$ cat config.mk
export PLATFORM = sky130hd
export DESIGN_NAME = intc_pri_scan
export DESIGN_NICKNAME = d
export VERILOG_FILES = /design/src/rtl/intc_pri_scan.sv
export SDC_FILE = /design/constraint.sdc
export NUM_CORES = 1
export LEC_CHECK = 0
export ABC_AREA = 1
export CORE_MARGIN = 4
export CORE_UTILIZATION = 41
export CTS_CLUSTER_SIZE = 40
export DETAILED_ROUTE_END_ITERATION = 16
export PLACE_DENSITY = 0.76
export SLEW_MARGIN = 25
export SYNTH_ARGS = -nofsm -noshare
export SYNTH_HDL_FRONTEND = slang
export SYNTH_SLANG_ARGS = --single-unit
export TNS_END_PERCENT = 1
$ cat constraint.sdc
create_clock -name clk -period 7.8 [get_ports clk]
set_clock_uncertainty 0.1 [all_clocks]
set_input_delay 2.34 -clock clk [delete_from_list [all_inputs] [get_ports clk]]
set_output_delay 2.34 -clock clk [all_outputs]
set_load 0.05 [all_outputs]
$ cat src/rtl/intc_pri_scan.sv
// intc_pri_scan: sequential interrupt priority resolver, one source per cycle.
// INTC_SCAN_PREEMPT_EN adds a background rescan while presenting.
module intc_pri_scan #(
   parameter int N_SRC  = 8,
   parameter int PRI_DW = 4,
   parameter int DW     = PRI_DW + 8,
   parameter int IDW    = $clog2(N_SRC)
) (
   input  logic                clk,
   input  logic                rst,
   input  logic [N_SRC-1:0]    req_i,
   input  logic [N_SRC*DW-1:0] dat_i,
   input  logic [PRI_DW-1:0]   lvl_i,
   input  logic                ack_i,
   output logic                irq_o,
   output logic [DW-1:0]       irq_dat_o,
   output logic [IDW-1:0]      irq_id_o,
   output logic [N_SRC-1:0]    ack_src_o
);

   typedef enum logic [1:0] {
      SCAN,
      PRESENT,
      ACK
   } state_e;

   state_e            state_q;
   logic [IDW-1:0]    idx_q;
   logic              best_v_q;
   logic [DW-1:0]     best_dat_q;
   logic [IDW-1:0]    best_id_q;
   logic              irq_q;
   logic [DW-1:0]     irq_dat_q;
   logic [IDW-1:0]    irq_id_q;
   logic [N_SRC-1:0]  ack_src_q;

   logic [DW-1:0]     cand_dat;
   logic [PRI_DW-1:0] cand_pri;
   logic              cand_ok;
   logic              take;
   logic              last;
   logic              scanning;
   logic              win_v_d;
   logic [DW-1:0]     win_dat_d;
   logic [IDW-1:0]    win_id_d;
   logic [N_SRC-1:0]  onehot;

   assign cand_dat = dat_i[32'(idx_q)*DW +: DW];
   assign cand_pri = cand_dat[8 +: PRI_DW];
   assign cand_ok  = req_i[idx_q] && (cand_pri != '0)
                     && (cand_pri > lvl_i);
   // strict compare keeps the lower index on a tie
   assign take     = cand_ok && (!best_v_q
                     || (cand_pri > best_dat_q[8 +: PRI_DW]));
   assign last     = (idx_q == IDW'(N_SRC - 1));

   assign win_v_d   = best_v_q || cand_ok;
   assign win_dat_d = take ? cand_dat : best_dat_q;
   assign win_id_d  = take ? idx_q : best_id_q;

   assign onehot = {{(N_SRC-1){1'b0}}, 1'b1} << irq_id_q;

`ifdef INTC_SCAN_PREEMPT_EN
   assign scanning = (state_q == SCAN)
                     || ((state_q == PRESENT) && !ack_i);
`else
   assign scanning = (state_q == SCAN);
`endif

   always_ff @(posedge clk) begin
      if (rst) begin
         state_q    <= SCAN;
         idx_q      <= '0;
         best_v_q   <= 1'b0;
         best_dat_q <= '0;
         best_id_q  <= '0;
         irq_q      <= 1'b0;
         irq_dat_q  <= '0;
         irq_id_q   <= '0;
         ack_src_q  <= '0;
      end else begin
         if (scanning) begin
            if (last) begin
               idx_q    <= '0;
               best_v_q <= 1'b0;
            end else begin
               idx_q      <= idx_q + IDW'(1);
               best_v_q   <= win_v_d;
               best_dat_q <= win_dat_d;
               best_id_q  <= win_id_d;
            end
         end
         unique case (state_q)
            SCAN: begin
               if (last && win_v_d) begin
                  irq_q     <= 1'b1;
                  irq_dat_q <= win_dat_d;
                  irq_id_q  <= win_id_d;
                  state_q   <= PRESENT;
               end
            end
            PRESENT: begin
               if (ack_i) begin
                  irq_q     <= 1'b0;
                  ack_src_q <= onehot;
                  state_q   <= ACK;
               end
`ifdef INTC_SCAN_PREEMPT_EN
               else if (last) begin
                  if (!win_v_d) begin
                     irq_q   <= 1'b0;
                     state_q <= SCAN;
                  end else if (win_dat_d[8 +: PRI_DW]
                               > irq_dat_q[8 +: PRI_DW]) begin
                     irq_dat_q <= win_dat_d;
                     irq_id_q  <= win_id_d;
                  end
               end
`endif
            end
            ACK: begin
               ack_src_q <= '0;
               idx_q     <= '0;
               best_v_q  <= 1'b0;
               state_q   <= SCAN;
            end
            default: state_q <= SCAN;
         endcase
      end
   end

   assign irq_o     = irq_q;
   assign irq_dat_o = irq_dat_q;
   assign irq_id_o  = irq_id_q;
   assign ack_src_o = ack_src_q;

endmodule

* After elaboration in Yosys (flattened, before gate mapping)
Cells that the tools add are included.
** Word-level totals
- Output and inout port bits :: 24
- Word-level logic and storage cells :: 53
- Bits in registers :: 45
- Bits of input ports :: 111
** Cells by class
- Reduce and logical (&&, ||, !) cells :: 17
- Multiply operators :: 1
- Mux-type cells :: 14
- Bitwise logic cells :: 1
- $lt $le $gt $ge :: 3
- Add/sub/neg operators :: 1
- Eq/ne operators :: 5
- Shift-type cells :: 2
** Operators with widths (count)
- $shiftx 96x8->12 :: 1
- $pmux 8 s2 :: 1
- $mux 12 :: 1
- $gt 4x4->1 :: 2
- $mux 8 :: 1
- $reduce_and 2->1 :: 4
- $shl 1x3->8 const A :: 1
- $mux 3 :: 2
- $mul 3x2->5 const B :: 1
- $logic_and 1x1->1 :: 4
- $lt 3x4->1 const B :: 1
- $mux 1 :: 4
- $mux 2 :: 2
- $pmux 2 s2 :: 1
- $reduce_bool 2->1 :: 2
- $reduce_bool 4->1 :: 1
- $add 3x1->3 const B :: 1
- $bmux 1 s3 :: 1
- $eq 3x3->1 const B :: 1
- $reduce_and 3->1 :: 1
- $eq 2x1->1 const B :: 1
- $eq 2x2->1 const B :: 1
- $logic_not 2->1 :: 1
- $logic_or 1x1->1 :: 2
- other kinds (6) :: 6

* Depth between registers and ports, before layout
Gate-level depths: netlist (run 1).
- Depth in word-level cells :: 9
- Depth in mapped cells :: 22

* Worst setup path before layout (run 1)
No wires, ideal clock.
- Path type :: input to register
- Start point :: in dat_i[95]
- End point :: reg irq_dat_q[1] (netlist: irq_dat_o[1])
- Cell stages on the path :: 18
- Setup slack :: 3568 ps
- Setup time :: 113 ps
- Arrival time :: 4019 ps
- Path buffers :: 1
- Cells stage by stage :: inv_1 -> nand2_1 -> nand3_1 -> nand2_1 -> nand2_1 -> nand2_1 -> ha_1 -> nand2_1 -> o21bai_1 -> nand2_1 -> nand3_4 -> nor2_8 -> nand3_2 -> buf_6 -> nand2_1 -> nand2_1 -> nor2_1 -> nor2_1
** On the way
- Cells in the longest elaborated chain, start to end :: 7
- Elaborated cells on any way between the ends :: 12
- Those cells by class :: order compare (2); shift (1); mux (1); reduce/logical (8)
** Ends and longest elaborated chain
- from (decl) :: line 12 : input logic [N_SRC*DW-1:0] dat_i,
- $shiftx 96x8->12 (*) :: line 48 : assign cand_dat = dat_i[32'(idx_q)*DW +: DW];
- parallel branches: the longest is 6 deep, another holds $gt 4x4->1
- to (signal assigned) :: line 97 : irq_dat_q <= win_dat_d;
- to (decl) :: line 33 : logic [DW-1:0] irq_dat_q;
Mark *: on every way between the ends.
A chain may end at the register's enable or synchronous reset.

* Worst setup path after layout (run 1)
- Start point :: in dat_i[47]
- End point :: reg irq_dat_q[11] (netlist: irq_dat_o[11])
Same word-level chain as after synthesis.

==> results of run 1 <==
[layout by cell type (no fill, tap or decap), types with 3 or more instances in the layout]
| cell type | count |
|---|---|
| nand3_1 | 80 |
| o21ai_1 | 3 |
| ha_1 | 10 |
| dfxtp_1 | 44 |
| o21ai_0 | 6 |
| nand2_1 | 216 |
| nor2_1 | 78 |
| buf_4 | 3 |
| nand4_1 | 17 |
| a21oi_1 | 11 |
| nor2_2 | 3 |
| clkbuf_8 | 6 |
| a22oi_1 | 8 |
| inv_1 | 80 |
| clkdlybuf4s50_1 | 133 |
[cell usage after synthesis, drive strengths merged, types with 8 or more instances]
master  count  share of area
o21ai       9          0.013
nand3      82           0.12
ha         10          0.037
buf        16          0.039
dfxtp      45           0.26
nand2     220           0.25
a21oi      11          0.016
clkbuf     15          0.016
nand4      17          0.031
inv        82          0.092
a22oi       8          0.018
nor2       82          0.097
[per-stage QoR]
| stage | instances | hold WS, ps | cell area, um2 |
|---|---|---|---|
| global route | 819 | 410.0 | 4820 |
| CTS | 819 | 384.8 | 4825 |
| finish | 819 | 381.4 | 4820 |
| detailed placement | 811 | 365.4 | 4728 |
| floorplan | 600 | 425.0 | 3423 |
| global placement | 811 | 364.2 | 4728 |
[critical path: cells and delay by family]
| kind | cells | cell delay [ps] |
|---|---|---|
| AND/OR/NAND/NOR | 12 | 1660 |
| buffers and inverters | 2 | 470 |
| adder cells (fa/ha/maj) | 1 | 340 |
| AO/OA/AOI/OAI | 2 | 250 |
[sequential cells by signal, indices dropped and copies added, names as in the netlist]
name        cells
irq_id_o        3
ack_src_o       8
irq_o           1
best_v_q        1
irq_dat_o      12
idx_q           3
best_id_q       3
best_dat_q     12
state_q         2
[cell families after synthesis]
family / after synthesis / share of synthesized area
buf+inv: 113 / 0.1480
fa+ha+maj: 10 / 0.03655
compound gates: 29 / 0.04898
simple gates: 403 / 0.5033
flops: 45 / 0.2632
[worst paths after layout]
check,startpoint,to,slack (ps),cells past startpoint
setup / recovery,dat_i[47],irq_dat_o[11],2830,17
hold / removal,irq_o,irq_o,380,2
setup reg to reg,idx_q[1],irq_dat_o[11],4170,16
hold reg to reg,irq_o,irq_o,380,2
[area by class of cell]
type	instances	area [um2]
clock inverters	2	13.76
inverters	82	315.3
multi-input cells	442	2016
repair buffers	137	1359
fillers	803	3356
well taps	105	131.4
clock buffers	6	82.58
flip-flops and latches	45	902.1
[power by group through the flow]
stage               clock, mW  combinational [mW]  sequential (mW)
finish                  0.155               0.260            0.256
global route            0.167               0.295            0.259
CTS                     0.156               0.262            0.256
detailed placement          0               0.260            0.262
global placement            0               0.254            0.261
floorplan                   0               0.177            0.257
[layer usage]
layer / global-route usage / vias to the layer above / share of wire
met4: 0.06513 / 0 / 0.020
met3: 0.02875 / 18 / 0.045
met2: 0.3791 / 106 / 0.52
met5: 0 / - / 0
met1: 0.2649 / 1802 / 0.41
li1: - / 2088 / -
==> impl_metrics.yaml, run 1 <==
clock_tree:
  ctsHoldBuffers: 0
  clk_latency_ps: 310
  cts-root-buf: "clkbuf_8"
  clk_path_buf_depth: 2
  postCtsSetupBuffers: 0
  cts_buffers: 5
  htreeDepth: 2
  cts_resized: 0
  clock_sinks: 45
  cts_tree: "built"
  clkTransAtPathRegs_ps: 90
yosys:
  seq_area_frac_synth: 0.2632
  syn_nets: 721
  ys_types: 27
  async_flop_share: 0
  synth-edff-count: 0
  yosys_warnings: 0
  ys_seq_elements: 45
  synth_area_um2: 3423
  ys.flop_type: "dfxtp_1"
  synth_area_per_cell_um2: 5.705
  synth_cells: 600
drt:
  num_vias: 4014
  via_per_inst: 4.901
  drcViolationCount: 0
  post_drt_wl_per_cell_um: 12.85
  drt_first_pass_iters: 5
  drt_iter0_drc: 256
  antenna_left: 0
  totalWireLength_mm: 10.52
power:
  swShare: 0.3565
  internal-power_mw: 0.4324
  p_comb_frac: 0.387
  p_clk_frac: 0.231
  p_sw_mw: 0.2396
  seqPwrFrac: 0.382
  total_power_mw: 0.6720
  peakVddDrop_v: 0.00007495
  total_leakage_power_nw: 2.564
  powerDensity_nw_per_um2: 139.4
floorplan:
  start_util: 0.4187
  die_h_um: 99.38
  core_area_um2: 8175
  fp.dieW_um: 99.38
  io_pins: 135
  num_rows: 33
  die_area_um2: 9875
sta:
  hold_viol: 0
  rsz0062_at_grt: "false"
  setup_violations: 0
  max-slew-margin-rel: 0.5669
  post-route-min-period_ps: 4974
  final_max_slew_viol_count: 0
  timing.final.crit_share: 0.6377
  worst_pin_slew_ps: 648.8
  layout_setup_ws_ps: 2826
  fmax_ghz: 0.2011
  finalSetupTns_ps: 0
placement:
  place_congestion: 0.8299
  post-dp-hpwl_mm: 8.011
  pre_cts_ws_ps: 2545
  port_buffers: 134
critical_path:
  cp.required_ps: 7900
  path_class: "in -> reg"
  cp.arrival_ps: 5080
  cp_max_fo: 16
  crit_path_start_kind: "input port"
  max_stage_delay_ps: 410
  crit_slowest_cell: "clkdlybuf4s50_1"
  endpoint_kind: "flop"
  cpMostUsedCell: "nand2_1"
  crit_chain: "clkdlybuf4s50_1 > inv_1 > nand2_1 > nand3_1 > nand2_1 > nand2_1 > nand2_1 > ha_1 > nand2_1 > o21ai_0 > o21ai_0 > nand2_1 > nand3_2 > nand2_1 > nand2_1 > nor2_1 > nor2_1"
outcome:
  status: "finished, final reports clean"
worst_hold_path:
  hold_class: "reg -> reg"
global_routing:
  grt_overflow_total: 0
  grt_pass1_vias: 3718
  antenna_found_initial: 0
  grt_pass1_wl_mm: 17.29
  grt_max_degree: 55
  gr-usage-all-layers: 0.2126
finish:
  antennaDiodeCount: 0
  syn_to_final_growth_pct: 40.79
  drive_gt1_frac: 0.03501
  utilization: 0.5895
  finalNetCount: 834
run:
  drv_cap: 0
No activity file was read; power rests on OpenSTA's default activity.
==> run 2: changes to the inputs <==
- CORE_UTILIZATION: 41 -> 40
- PLACE_DENSITY: 0.76 -> 0.78
- clock period: 7.8 -> 4.25 ns (I/O delays scaled with it)
==> impl_metrics.yaml, run 2 (synthesized netlist as in run 1, its figures left out) <==
clock_tree:
  postCtsSetupBuffers: 0
  cts_resized: 0
  htreeDepth: 2
  clock_sinks: 45
  clk_latency_ps: 300
  clk_path_buf_depth: 2
  clkTransAtPathRegs_ps: 90
  cts_tree: "built"
  cts_buffers: 5
  ctsHoldBuffers: 0
  cts-root-buf: "clkbuf_8"
drt:
  post_drt_wl_per_cell_um: 12.66
  via_per_inst: 4.812
  num_vias: 3965
  drt_iter0_drc: 195
  totalWireLength_mm: 10.43
  drt_first_pass_iters: 6
  antenna_left: 0
  drcViolationCount: 0
sta:
  setup_violations: 0
  final_max_slew_viol_count: 0
  timing.hold.ws_ps: 382.5
  fmax_ghz: 0.2647
  max-slew-margin-rel: 0.5759
  rsz0062_at_grt: "false"
  hold_viol: 0
  finalSetupTns_ps: 0
  layout_setup_ws_ps: 472.1
  post-route-min-period_ps: 3778
  worst_pin_slew_ps: 635.3
  timing.final.crit_share: 0.8889
power:
  peakVddDrop_v: 0.0001373
  total_power_mw: 1.291
  powerDensity_nw_per_um2: 264.4
  total_leakage_power_nw: 2.597
global_routing:
  gr-usage-all-layers: 0.2053
  grt_pass1_wl_mm: 17.16
  antenna_found_initial: 0
  grt_max_degree: 33
  grt_overflow_total: 0
  grt_pass1_vias: 3718
finish:
  drive_gt1_frac: 0.04033
  seq_area_um2: 902.1
  final_common_cell: "nand2_1"
  finalNetCount: 839
  multiInputGateArea_um2: 2016
  syn_to_final_growth_pct: 42.69
  antennaDiodeCount: 0
  nFillCells: 816
  fin_area_um2: 4885
  final_cell_mix: "nand2_1, clkdlybuf4s50_1, inv_1, nand3_1, nor2_1"
critical_path:
  path_class: "in -> reg"
  cp.arrival_ps: 3880
  cp.required_ps: 4350
  crit_path_start_kind: "input port"
  endpoint_kind: "flop"
  cp_max_fo: 17
outcome:
  status: "finished, final reports clean"
worst_hold_path:
  hold_class: "reg -> reg"
placement:
  dpl_cell_area_um2: 4766
  port_buffers: 134
  place_congestion: 0.8462
  post-dp-hpwl_mm: 8.256
  pre_cts_ws_ps: 187.9
floorplan:
  io_pins: 135
  die_h_um: 100.5
  fp.dieW_um: 100.5
  core_area_um2: 8258
  start_util: 0.4145
  num_rows: 33
  die_area_um2: 10100
run:
  drv_cap: 0
## run 2: cell count changes in the layout (fill, tap and decap cells not counted), sizes merged
cell / change
buf: +4
bufinv: +1
clkbuf: -1
clkdlybuf4s50: +1
clkinv: -1
inv: +1
## run 2: metrics by stage
step	instances	util
3_5_place_dp	816	0.5771
5_1_grt	824	0.5915
6_report	824	0.5915
2_1_floorplan	600	-
3_3_place_gp	816	0.5771
4_1_cts	824	0.5915
## run 2: final timing paths
kind	from	end	slack [ps]	cells past startpoint
setup / recovery	dat_i[47]	irq_dat_o[1]	470	18
hold / removal	irq_o	irq_o	380	2
setup reg to reg	idx_q[1]	irq_dat_o[1]	880	16
hold reg to reg	irq_o	irq_o	380	2
## run 2: area by class of cell
class,instances,share of cell area
Timing Repair Buffer,142,0.2869
Tap cell,105,0.02690
Sequential cell,45,0.1847
Clock inverter,3,0.01025
Clock buffer,5,0.01409
Multi-Input combinational cell,442,0.4127
Inverter,82,0.06455
## run 2: per-layer routing
metal | global-route usage | part of all wire | up-vias | wire (um)
li1 | - | - | 2094 | -
met1 | 0.2473 | 0.41 | 1755 | 4294
met2 | 0.3823 | 0.53 | 100 | 5529
met3 | 0.02422 | 0.045 | 16 | 467
met4 | 0.05596 | 0.013 | 0 | 140
met5 | 0 | 0 | - | 0
## run 2: worst max-delay path: stages
cell             delay (ps)
clkdlybuf4s50_1         400
inv_1                    50
nand2_1                  40
nand3_1                  80
nand2_1                  70
nand2_1                  60
nand2_1                 140
ha_1                    340
nand2_1                  60
o21bai_1                140
nand2_1                 100
nand3_4                 100
nor2_8                  250
nand3_2                 340
nand2_1                 190
nand2_1                  70
nor2_1                  110
nor2_1                   60
## run 2: report_power, final
| part | internal, mW | total (mW) | switching (mW) |
|---|---|---|---|
| Combinational | 0.220 | 0.482 | 0.263 |
| Sequential | 0.448 | 0.470 | 0.0223 |
| Clock | 0.180 | 0.339 | 0.159 |
